<file path="src/rtl/axis_cpu_controller_if.sv">
// Datapath-facing bus of the AXIS CPU controller: instruction fetch data,
// datapath control strobes/selects and ALU status flags.
interface axis_cpu_controller_if #(
    parameter int unsigned CODE_ADDR_WIDTH = 10
);
    logic [63:0]                inst_rd_data;
    logic [2:0]                 A_sel;
    logic                       A_en;
    logic [2:0]                 X_sel;
    logic                       X_en;
    logic [1:0]                 PC_sel;
    logic                       PC_en;
    logic                       B_sel;
    logic [3:0]                 ALU_sel;
    logic                       ALU_en;
    logic                       ALU_ack;
    logic [3:0]                 regfile_sel;
    logic                       regfile_wr_en;
    logic                       eq;
    logic                       gt;
    logic                       ge;
    logic                       set;
    logic                       ALU_vld;
    logic [31:0]                imm;
    logic [7:0]                 jt;
    logic [CODE_ADDR_WIDTH-1:0] jmp_correction;

    modport master (
        input  inst_rd_data, eq, gt, ge, set, ALU_vld,
        output A_sel, A_en, X_sel, X_en, PC_sel, PC_en, B_sel, ALU_sel,
               ALU_en, ALU_ack, regfile_sel, regfile_wr_en, imm, jt,
               jmp_correction
    );

    modport slave (
        output inst_rd_data, eq, gt, ge, set, ALU_vld,
        input  A_sel, A_en, X_sel, X_en, PC_sel, PC_en, B_sel, ALU_sel,
               ALU_en, ALU_ack, regfile_sel, regfile_wr_en, imm, jt,
               jmp_correction
    );
endinterface

</file>
<file path="src/rtl/axis_cpu_controller.sv">
// BPF-style instruction sequencer driving the AXIS CPU datapath.
// Optional macro AXIS_CPU_ILLEGAL_TRAP_EN: undecoded opcodes halt with err=1.
module axis_cpu_controller #(
    parameter int unsigned CODE_ADDR_WIDTH = 10
) (
    input  logic                  clk,
    input  logic                  rst,
    input  logic                  start,
    axis_cpu_controller_if.master dp,
    output logic                  done,
    output logic                  ret_a,
    output logic [31:0]           ret_val,
    output logic                  err
);
    localparam logic [2:0] A_SEL_IMM = 3'd0, A_SEL_MEM = 3'd1, A_SEL_X = 3'd2, A_SEL_ALU = 3'd3;
    localparam logic [2:0] X_SEL_IMM = 3'd0, X_SEL_MEM = 3'd1, X_SEL_A = 3'd2;
    localparam logic [1:0] PC_SEL_PLUS_1 = 2'd0, PC_SEL_PLUS_JT = 2'd1, PC_SEL_PLUS_IMM = 2'd2;
    localparam logic [3:0] REGFILE_IN_A = 4'd0, REGFILE_IN_X = 4'd1;
    localparam logic [2:0] CLS_LD = 3'd0, CLS_LDX = 3'd1, CLS_ST = 3'd2, CLS_STX = 3'd3,
                           CLS_ALU = 3'd4, CLS_JMP = 3'd5, CLS_RET = 3'd6, CLS_MISC = 3'd7;

    typedef enum logic [2:0] {IDLE, FETCH, EXEC, ALU_WAIT, HALT} state_t;

    state_t                     state_q, state_d;
    logic [63:0]                instr_q, instr_d;
    logic [31:0]                ret_val_q, ret_val_d;
    logic                       ret_a_q, ret_a_d;
    logic                       advance, illegal, taken;
    logic [CODE_ADDR_WIDTH-1:0] jmp_corr;
    logic                       unused;

    logic [15:0] opcode;
    logic [2:0]  cls, mode;
    logic [31:0] k;

    assign opcode   = instr_q[63:48];
    assign cls      = opcode[2:0];
    assign mode     = opcode[7:5];
    assign k        = instr_q[31:0];
    assign jmp_corr = '1;
    assign dp.jmp_correction = jmp_corr;
    assign unused   = ^opcode[15:8];

`ifdef AXIS_CPU_ILLEGAL_TRAP_EN
    logic err_q, err_d;
`endif

    always_comb begin
        state_d   = state_q;
        instr_d   = instr_q;
        ret_val_d = ret_val_q;
        ret_a_d   = ret_a_q;
`ifdef AXIS_CPU_ILLEGAL_TRAP_EN
        err_d     = err_q;
`endif
        advance = 1'b0;
        illegal = 1'b0;
        taken   = 1'b0;
        dp.A_sel = '0;  dp.A_en = 1'b0;  dp.X_sel = '0;  dp.X_en = 1'b0;
        dp.PC_sel = '0; dp.PC_en = 1'b0; dp.B_sel = 1'b0; dp.ALU_sel = '0;
        dp.ALU_en = 1'b0; dp.ALU_ack = 1'b0; dp.regfile_sel = '0;
        dp.regfile_wr_en = 1'b0; dp.imm = '0; dp.jt = '0;
        done = 1'b0; ret_a = 1'b0; ret_val = '0; err = 1'b0;

        // rst gates every output combinationally so an abort never leaks an enable
        if (!rst) begin
            case (state_q)
                IDLE: if (start) state_d = FETCH;
                FETCH: begin
                    instr_d = dp.inst_rd_data;
                    state_d = EXEC;
                end
                EXEC: begin
                    dp.imm = k;
                    case (cls)
                        CLS_LD, CLS_LDX: begin
                            if (mode == 3'd0 || mode == 3'd3) begin
                                dp.A_en  = (cls == CLS_LD);
                                dp.X_en  = (cls == CLS_LDX);
                                dp.A_sel = (mode == 3'd0) ? A_SEL_IMM : A_SEL_MEM;
                                dp.X_sel = (mode == 3'd0) ? X_SEL_IMM : X_SEL_MEM;
                                if (mode == 3'd3) dp.regfile_sel = k[3:0];
                                advance = 1'b1;
                            end else begin
                                illegal = 1'b1;
                            end
                        end
                        CLS_ST, CLS_STX: begin
                            dp.regfile_wr_en = 1'b1;
                            dp.regfile_sel   = (cls == CLS_ST) ? REGFILE_IN_A : REGFILE_IN_X;
                            advance = 1'b1;
                        end
                        CLS_ALU: begin
                            dp.ALU_en  = 1'b1;
                            dp.ALU_sel = opcode[7:4];
                            dp.B_sel   = opcode[3];
                            state_d    = ALU_WAIT;
                        end
                        CLS_JMP: begin
                            if (opcode[7:4] == 4'd0) begin
                                dp.PC_sel = PC_SEL_PLUS_IMM;
                                dp.PC_en  = 1'b1;
                                state_d   = FETCH;
                            end else if (opcode[7:4] <= 4'd4) begin
                                dp.ALU_en  = 1'b1;
                                dp.ALU_sel = opcode[7:4];
                                dp.B_sel   = opcode[3];
                                state_d    = ALU_WAIT;
                            end else begin
                                illegal = 1'b1;
                            end
                        end
                        CLS_RET: begin
                            if (opcode[4:3] == 2'd0 || opcode[4:3] == 2'd2) begin
                                done      = 1'b1;
                                ret_a     = opcode[4];
                                ret_val   = opcode[4] ? 32'd0 : k;
                                ret_a_d   = ret_a;
                                ret_val_d = ret_val;
                                state_d   = HALT;
                            end else begin
                                illegal = 1'b1;
                            end
                        end
                        default: begin
                            if (opcode[7:3] == 5'h00) begin
                                dp.X_en  = 1'b1;
                                dp.X_sel = X_SEL_A;
                                advance  = 1'b1;
                            end else if (opcode[7:3] == 5'h10) begin
                                dp.A_en  = 1'b1;
                                dp.A_sel = A_SEL_X;
                                advance  = 1'b1;
                            end else begin
                                illegal = 1'b1;
                            end
                        end
                    endcase
                    if (illegal) begin
`ifdef AXIS_CPU_ILLEGAL_TRAP_EN
                        done      = 1'b1;
                        err       = 1'b1;
                        err_d     = 1'b1;
                        ret_a_d   = 1'b0;
                        ret_val_d = '0;
                        state_d   = HALT;
`else
                        advance = 1'b1;
`endif
                    end
                end
                ALU_WAIT: begin
                    dp.imm     = k;
                    dp.ALU_sel = opcode[7:4];
                    dp.B_sel   = opcode[3];
                    if (dp.ALU_vld) begin
                        dp.ALU_ack = 1'b1;
                        if (cls == CLS_ALU) begin
                            dp.A_en  = 1'b1;
                            dp.A_sel = A_SEL_ALU;
                            advance  = 1'b1;
                        end else begin
                            case (opcode[7:4])
                                4'd1:    taken = dp.eq;
                                4'd2:    taken = dp.gt;
                                4'd3:    taken = dp.ge;
                                4'd4:    taken = dp.set;
                                default: taken = 1'b0;
                            endcase
                            dp.jt     = taken ? instr_q[47:40] : instr_q[39:32];
                            dp.PC_sel = PC_SEL_PLUS_JT;
                            dp.PC_en  = 1'b1;
                            state_d   = FETCH;
                        end
                    end
                end
                HALT: begin
                    done    = 1'b1;
                    ret_a   = ret_a_q;
                    ret_val = ret_val_q;
`ifdef AXIS_CPU_ILLEGAL_TRAP_EN
                    err     = err_q;
`endif
                end
                default: state_d = IDLE;
            endcase
            if (advance) begin
                dp.PC_sel = PC_SEL_PLUS_1;
                dp.PC_en  = 1'b1;
                state_d   = FETCH;
            end
        end
    end

    always_ff @(posedge clk) begin
        if (rst) begin
            state_q   <= IDLE;
            instr_q   <= '0;
            ret_val_q <= '0;
            ret_a_q   <= 1'b0;
`ifdef AXIS_CPU_ILLEGAL_TRAP_EN
            err_q     <= 1'b0;
`endif
        end else begin
            state_q   <= state_d;
            instr_q   <= instr_d;
            ret_val_q <= ret_val_d;
            ret_a_q   <= ret_a_d;
`ifdef AXIS_CPU_ILLEGAL_TRAP_EN
            err_q     <= err_d;
`endif
        end
    end
endmodule

</file>
<file path="src/flat_wrapper.sv">
// flat-port wrapper written by rule: the top's interface ports become plain ports
module axis_cpu_controller_flat 
#(
    parameter int unsigned CODE_ADDR_WIDTH = 10
)
  (clk, rst, start, done, ret_a, ret_val, err, dp_inst_rd_data, dp_eq, dp_gt, dp_ge, dp_set, dp_ALU_vld, dp_A_sel, dp_A_en, dp_X_sel, dp_X_en, dp_PC_sel, dp_PC_en, dp_B_sel, dp_ALU_sel, dp_ALU_en, dp_ALU_ack, dp_regfile_sel, dp_regfile_wr_en, dp_imm, dp_jt, dp_jmp_correction);
  axis_cpu_controller_if #(.CODE_ADDR_WIDTH(CODE_ADDR_WIDTH)) dp_i ();
  input  logic clk;
  input  logic rst;
  input  logic start;
  output logic done;
  output logic ret_a;
  output logic [31:0] ret_val;
  output logic err;
  input wire logic [$bits(dp_i.inst_rd_data)-1:0] dp_inst_rd_data;
  input wire logic [$bits(dp_i.eq)-1:0] dp_eq;
  input wire logic [$bits(dp_i.gt)-1:0] dp_gt;
  input wire logic [$bits(dp_i.ge)-1:0] dp_ge;
  input wire logic [$bits(dp_i.set)-1:0] dp_set;
  input wire logic [$bits(dp_i.ALU_vld)-1:0] dp_ALU_vld;
  output wire logic [$bits(dp_i.A_sel)-1:0] dp_A_sel;
  output wire logic [$bits(dp_i.A_en)-1:0] dp_A_en;
  output wire logic [$bits(dp_i.X_sel)-1:0] dp_X_sel;
  output wire logic [$bits(dp_i.X_en)-1:0] dp_X_en;
  output wire logic [$bits(dp_i.PC_sel)-1:0] dp_PC_sel;
  output wire logic [$bits(dp_i.PC_en)-1:0] dp_PC_en;
  output wire logic [$bits(dp_i.B_sel)-1:0] dp_B_sel;
  output wire logic [$bits(dp_i.ALU_sel)-1:0] dp_ALU_sel;
  output wire logic [$bits(dp_i.ALU_en)-1:0] dp_ALU_en;
  output wire logic [$bits(dp_i.ALU_ack)-1:0] dp_ALU_ack;
  output wire logic [$bits(dp_i.regfile_sel)-1:0] dp_regfile_sel;
  output wire logic [$bits(dp_i.regfile_wr_en)-1:0] dp_regfile_wr_en;
  output wire logic [$bits(dp_i.imm)-1:0] dp_imm;
  output wire logic [$bits(dp_i.jt)-1:0] dp_jt;
  output wire logic [$bits(dp_i.jmp_correction)-1:0] dp_jmp_correction;
  assign dp_i.inst_rd_data = dp_inst_rd_data;
  assign dp_i.eq = dp_eq;
  assign dp_i.gt = dp_gt;
  assign dp_i.ge = dp_ge;
  assign dp_i.set = dp_set;
  assign dp_i.ALU_vld = dp_ALU_vld;
  assign dp_A_sel = dp_i.A_sel;
  assign dp_A_en = dp_i.A_en;
  assign dp_X_sel = dp_i.X_sel;
  assign dp_X_en = dp_i.X_en;
  assign dp_PC_sel = dp_i.PC_sel;
  assign dp_PC_en = dp_i.PC_en;
  assign dp_B_sel = dp_i.B_sel;
  assign dp_ALU_sel = dp_i.ALU_sel;
  assign dp_ALU_en = dp_i.ALU_en;
  assign dp_ALU_ack = dp_i.ALU_ack;
  assign dp_regfile_sel = dp_i.regfile_sel;
  assign dp_regfile_wr_en = dp_i.regfile_wr_en;
  assign dp_imm = dp_i.imm;
  assign dp_jt = dp_i.jt;
  assign dp_jmp_correction = dp_i.jmp_correction;
  axis_cpu_controller #(.CODE_ADDR_WIDTH(CODE_ADDR_WIDTH)) u_core (.clk(clk), .rst(rst), .start(start), .dp(dp_i), .done(done), .ret_a(ret_a), .ret_val(ret_val), .err(err));
endmodule
</file>
<file path="config.mk">
export PLATFORM = sky130hd
export DESIGN_NAME = axis_cpu_controller_flat
export DESIGN_NICKNAME = d
export VERILOG_FILES = /design/src/rtl/axis_cpu_controller_if.sv /design/src/rtl/axis_cpu_controller.sv /design/src/flat_wrapper.sv
export SDC_FILE = /design/constraint.sdc
export NUM_CORES = 1
export LEC_CHECK = 0
export CORE_ASPECT_RATIO = 0.8
export CORE_MARGIN = 3
export CORE_UTILIZATION = 47
export DETAILED_ROUTE_END_ITERATION = 10
export DONT_BUFFER_PORTS = 1
export SLEW_MARGIN = 10
export SYNTH_ARGS = -nofsm -noshare
export SYNTH_HDL_FRONTEND = slang
export SYNTH_SLANG_ARGS = --single-unit
</file>
<file path="constraint.sdc">
create_clock -name clk -period 2.4 [get_ports clk]
set_clock_uncertainty 0.1 [all_clocks]
set_input_delay 0.48 -clock clk [delete_from_list [all_inputs] [get_ports clk]]
set_output_delay 0.48 -clock clk [all_outputs]
set_load 0.1 [all_outputs]
</file>
Word-level counts from Yosys, hierarchy flattened
Index checks and enable logic that the tools add are counted.
{"block": "totals", "ff_bits": 92, "out_inout_bits": 108}
{"block": "op_classes", "n_lt_le_gt_ge": 1, "n_eq_ne": 30, "muxes": 116, "n_bitwise": 1, "n_reduce_logical": 18}
{"op": "$mux W32", "count": 6}
{"op": "$pmux W32 S2", "count": 1}
{"op": "$mux W1", "count": 55}
{"op": "$mux W8", "count": 5}
{"op": "$mux W3", "count": 12}
{"op": "$mux W4", "count": 7}
{"op": "$pmux W4 S2", "count": 3}
{"op": "$pmux W1 S2", "count": 10}
{"op": "$pmux W3 S2", "count": 3}
{"op": "$mux W2", "count": 8}
{"op": "$eq A3 B2 Y1 const B", "count": 5}
{"op": "$pmux W3 S5", "count": 1}
{"op": "$reduce_and A7 Y1", "count": 2}
{"op": "$eq A3 B3 Y1 const B", "count": 4}
{"op": "$logic_not A3 Y1", "count": 3}
{"op": "$ne A3 B2 Y1 const B", "count": 3}
{"op": "$pmux W3 S3", "count": 1}
{"op": "$eq A4 B2 Y1 const B", "count": 2}
{"op": "$ne A4 B2 Y1 const B", "count": 2}
{"op": "$pmux W1 S4", "count": 2}
{"op": "$reduce_or A2 Y1", "count": 4}
{"op": "$eq A3 B1 Y1 const B", "count": 2}
{"op": "$ne A2 B2 Y1 const B", "count": 3}
{"op": "$reduce_or A3 Y1", "count": 2}
{"op": "19 further kinds", "count": 20}

Logic depth before layout (Yosys ltp)
Gate-level depths: netlist of run 1.
{"block": "depth", "word_depth": 11, "depth_mapped": 7}

Worst setup path after synthesis of run 1
No wires, ideal clock.
{"block": "synth_timing", "kind": "register to output", "startpoint": "register u_core.instr_q[48]", "endpoint": "output dp_PC_sel[1]", "arrival_ns": 3.859, "slack_ns": -2.039, "stages_incl_launch_ff": 6, "path_buffers": 1, "cell_sequence": "dfxtp_1 > clkbuf_1 > nor2b_1 > nand3_1 > nand3b_1 > nor4_1"}
{"block": "synth_between", "elab_chain_len": 10}
{"item": "start, declared", "line": "axis_cpu_controller.sv:25", "text": "logic [63:0] instr_q, instr_d;"}
{"item": "start signal, assigned", "line": "axis_cpu_controller.sv:206", "text": "instr_q <= instr_d;"}
{"item": "$eq A3 B2 Y1 (tied with other cells)", "line": "axis_cpu_controller.sv:75", "text": "case (cls)"}
{"item": "$reduce_or A3 Y1 (no line) / $reduce_or A2 Y1 (equally long branches)"}
{"item": "$pmux W1 S4", "line": "axis_cpu_controller.sv:75"}
{"item": "$mux W1", "line": "axis_cpu_controller.sv:67", "text": "case (state_q)"}
{"item": "$mux W1", "line": "axis_cpu_controller.sv:66", "text": "if (!rst) begin"}
{"item": "$mux W1", "line": "axis_cpu_controller.sv:139", "text": "if (illegal) begin"}
{"item": "$pmux W1 S2", "line": "axis_cpu_controller.sv:67"}
{"item": "$mux W1", "line": "axis_cpu_controller.sv:66"}
{"item": "$mux W2 (*)", "line": "axis_cpu_controller.sv:187", "text": "if (advance) begin"}
{"item": "$mux W2 (*)", "line": "axis_cpu_controller.sv:66"}
{"item": "end, declared", "line": "flat_wrapper.sv:25", "text": "output wire logic [$bits(dp_i.PC_sel)-1:0] dp_PC_sel;"}
Every way passes the cells marked *; elsewhere a longest branch is shown, timed or not. The select of a mux whose other input is x is not followed.

Final worst setup path of run 1
{"block": "layout_timing", "startpoint": "register u_core.state_q[2]", "endpoint": "output ret_val[0]"}
{"block": "layout_between", "elab_chain_len": 3}
{"item": "start, declared", "line": "axis_cpu_controller.sv:24", "text": "state_t state_q, state_d;"}
{"item": "start signal, assigned", "line": "axis_cpu_controller.sv:205", "text": "state_q <= state_d;"}
{"item": "$eq A3 B3 Y1 / $eq A3 B2 Y1 (equally long branches)", "line": "axis_cpu_controller.sv:67"}
{"item": "$pmux W32 S2 (*)", "line": "axis_cpu_controller.sv:67"}
{"item": "$mux W32 (*)", "line": "axis_cpu_controller.sv:66"}
{"item": "end, declared", "line": "flat_wrapper.sv:13", "text": "output logic [31:0] ret_val;"}
Every way passes the cells marked *; elsewhere a longest branch is shown, timed or not.

==> results of run 1 <==
==> worst reg2reg max path: stages (launching register included) <==
cell,delay [ps]
dfxtp_2,350
or3b_4,400
buf_4,180
or3_1,370
buf_4,270
nand2_1,160
a21oi_1,110
==> routing by layer <==
metal | vias up | global-route usage, % | routed length (um)
li1 | 2319 | - | -
met1 | 2508 | 34.4 | 6870
met2 | 313 | 51.3 | 9340
met3 | 52 | 8.95 | 1640
met4 | 0 | 9.76 | 641
met5 | - | 0 | 0
==> worst max path at each step <==
stage,to,start,slack (ps),depth (start not counted)
6_report,ret_val[0],u_core.state_q[2]$_SDFFE_PP0P_,-360,7
5_1_grt,ret_val[0],u_core.state_q[1]$_SDFFE_PP0P_,-420,7
4_1_cts,ret_val[15],u_core.state_q[1]$_SDFFE_PP0P_,-290,8
3_5_place_dp,ret_val[15],u_core.state_q[2]$_SDFFE_PP0P_,60,7
3_3_place_gp,ret_val[0],u_core.state_q[2]$_SDFFE_PP0P_,80,7
2_1_floorplan,dp_PC_sel[1],u_core.instr_q[48]$_SDFFE_PP0P_,-360,5
==> per-stage QoR <==
stage	cell area [um2]	utilization (%)	setup TNS (ps)	instances
floorplan	5530	-	-12190	642
global placement	7600	82.0	0	841
detailed placement	7600	82.0	0	841
CTS	8150	87.9	-11280	867
global route	8510	91.8	-23900	881
finish	8510	91.8	-18820	881
==> sequential cells by signal, indices dropped and copies added, names as in the netlist <==
name              cells
u_core.state_q        3
u_core.ret_a_q        1
u_core.instr_q       56
u_core.ret_val_q     32
==> repair_timing <==
item	in CTS	in global routing
hold buffers	0	0
pin swaps	4	7
setup buffers	8	8
endpoints found under the setup margin	88	94
gates resized for setup	37	40
cloned	2	6
==> power by group through the flow <==
stage | sequential [mW] | combinational, mW | clock [mW]
2_1_floorplan | 1.71 | 0.612 | 0
3_3_place_gp | 1.74 | 0.711 | 0
3_5_place_dp | 1.74 | 0.734 | 0
4_1_cts | 1.71 | 0.780 | 1.56
5_1_grt | 1.73 | 0.926 | 1.64
6_report | 1.73 | 0.884 | 1.57
==> synth_stat cells, types with 3 or more instances <==
library cell / n / area (um2)
a21oi_1: 117 / 586
a22oi_1: 5 / 37.5
mux2i_1: 8 / 80.1
nand3b_1: 8 / 60.1
nand2_2: 6 / 37.5
buf_6: 6 / 67.6
buf_4: 15 / 113
dfxtp_1: 92 / 1840
buf_2: 5 / 25.0
a21oi_2: 6 / 52.6
buf_1: 4 / 15.0
clkbuf_1: 32 / 120
and3_1: 3 / 18.8
nor3_1: 6 / 30.0
o21ai_0: 3 / 15.0
inv_1: 3 / 11.3
nor2b_1: 6 / 37.5
and2_1: 37 / 231
nor2_1: 17 / 63.8
nand2_1: 215 / 807
==> final cells by class <==
class	count	area, um2	area share (%)
multi-input combinational	485	3430	40.3
timing repair buffer	170	2740	32.2
sequential	92	1860	21.9
clock buffer	9	225	2.65
tap	115	144	1.69
clock inverter	7	98.8	1.16
inverter	3	11.3	0.132
==> kinds of logic after synthesis <==
| kind of cell | after synthesis | share of synthesized area [%] |
|---|---|---|
| buffers and inverters | 65 | 7.70 |
| muxes | 9 | 2.00 |
| xor gates and xnor gates | 1 | 0.192 |
| other | 2 | 0.165 |
| DFF | 92 | 40.4 |
| and+or+nand+nor | 317 | 31.9 |
| AOI/OAI and AO/OA | 145 | 17.7 |
==> metrics.md, run 1 <==
| Metric | Value |
|---|---|
| Outcome | `complete, but fails checks` |
| Violated checks | `negative setup slack` |
| TritonCTS Buffers | `9` |
| Sequential area share after synthesis | `a little over 40%` |
| Top_reg_cell synth | `dfxtp_1` |
| Most frequent cells in the layout | `nand2_1, buf_12, a21oi_1` |
| Synth unique cells | `48` |
| Commonest non-fill, non-tap cell in the layout | `nand2_1` |
| TritonCTS clock tree | `done` |
| Setup WS pre-CTS | `60.6 ps` |
| DIE HEIGHT | `94.1 um` |
| Async SR Flop Fraction | `0%` |
| Maximum clock insertion buffer count | `2` |
| Synthesis-to-finish area growth | `86.4%` |
| HPWL after detailed placement | `around 10,000 um` |
| Die Wd | `~120 um` |
| I/O Pins | `180` |
| Max incr delay on CP | `400 ps` |
| Synthesized flop and latch total | `between 90 and 100` |
| Slowest cell on the critical path | `or3b_4` |
| Die area | `approximately 0.011 mm2` |
| CP Capture Type | `primary output` |
| Hold_sp | `rst` |
| Hold slack | `105 ps` |
| Logic pwr share | `between 20% and 30%` |
| Reg2Reg Setup Slack | `approximately 310 ps` |
| Fmax | `0.362 GHz` |
| Final setup violating endpoints | `86` |
| Reg power frac | `41.3%` |
| Hold Crit Depth | `1` |
| Static leakage | `3.27 nW` |
| Port Buf Inserts | `0` |
| Worst Path Buf+Inv | `3` |
| Nets@finish | `approximately 830` |
| # fillers | `between 300 and 400` |
| CP Max Fanout | `8` |
| Number of global-route vias before repair | `around 5,000` |
| Worst VDD drop | `0.464 mV` |
| Initial cell density of the core | `49.2%` |
| Sw Pwr | `roughly 1.3 mW` |
| Final Hold Vio Count | `0` |
| Max Slew Vio Count | `0` |
| R2r endpoint | `u_core.ret_val_q[12]$_SDFFE_PP0P_` |
| CTS Sinks | `92` |
| Ys Warns | `0` |
| Largest net degree at the start of global routing | `a little over 100` |
| Total wire length | `between 15,000 and 20,000 um` |
| Final ANT Viol Nets | `0` |
| Critical-path cell list | `or3b_4, nor4_4, buf_6, buf_12, nand2_2, a21oi_4, buf_12` |
| First drt pass iteration count | `5` |
| Nature of the critical path startpoint | `register` |
| Mapped Area | `~0.0046 mm2` |
| Iteration-0 DRC Markers | `roughly 420` |
| Final min period | `about 2800 ps` |
| All-Layer GR Usage | `between 20% and 30%` |
| Int Pwr | `2.85 mW` |
| Antenna violations before repair | `0` |
| Final Power | `4.18 mW` |
| DRC | `0` |
| RSZ-0062 raised after global routing | `yes` |
| Vias | `5,192` |
| Gpl congestion | `around 0.85` |
| EDFF count, synth | `0` |
| Syn avg cell area | `between 7 and 8 um2` |
| Final worst path period share | `115%` |
| # diodes | `0` |
| Maxcap violations | `0` |
| Power per cell area | `just under 500 mW/mm2` |
| CTS H-tree lvls | `3` |
| Root buffer selected by CTS | `clkbuf_16` |
| Wire per inst | `21.0 um` |
| RR Startpoint | `u_core.state_q[2]$_SDFFE_PP0P_` |
| Core footprint | `0.00927 mm2` |
| Sw Ratio | `31.8%` |
| Share of cells above drive strength 1 | `approximately 47%` |
| Final Worst Setup Slack | `-364 ps` |
| Skew-Pair Late Insertion Delay | `between 300 and 400 ps` |
| Crit-path leading delay family | `simple AND/OR/NAND/NOR gates` |
| Worst r2r path cells | `6` |
| CP dominant cell by count | `buf_12` |
| Crit path kind | `reg2out` |
| Vias/cell | `between 5 and 6` |
| Clock-pin slew on the worst setup and hold paths | `roughly 70 ps` |
| FP Rows | `31` |
| Clock network power share | `37.5%` |
| CP Data Arrival Time | `about 2200 ps` |
| First-pass GRT wire length | `25,300 um` |
| WP data required | `~1800 ps` |
| Min-Delay Path Class | `in2reg` |
| Overflow after GRT | `0` |
| Cells after Synth | `between 600 and 700` |
| Hold EP | `u_core.instr_q[50]$_SDFFE_PP0P_` |
No activity file was read; power rests on OpenSTA's default activity.
==> run 2: changes to the inputs <==
Settings changed: ABC_AREA set to 0.
==> results of run 2 <==
Same layout as run 1: the final DEF is identical, and so are final timing and power.
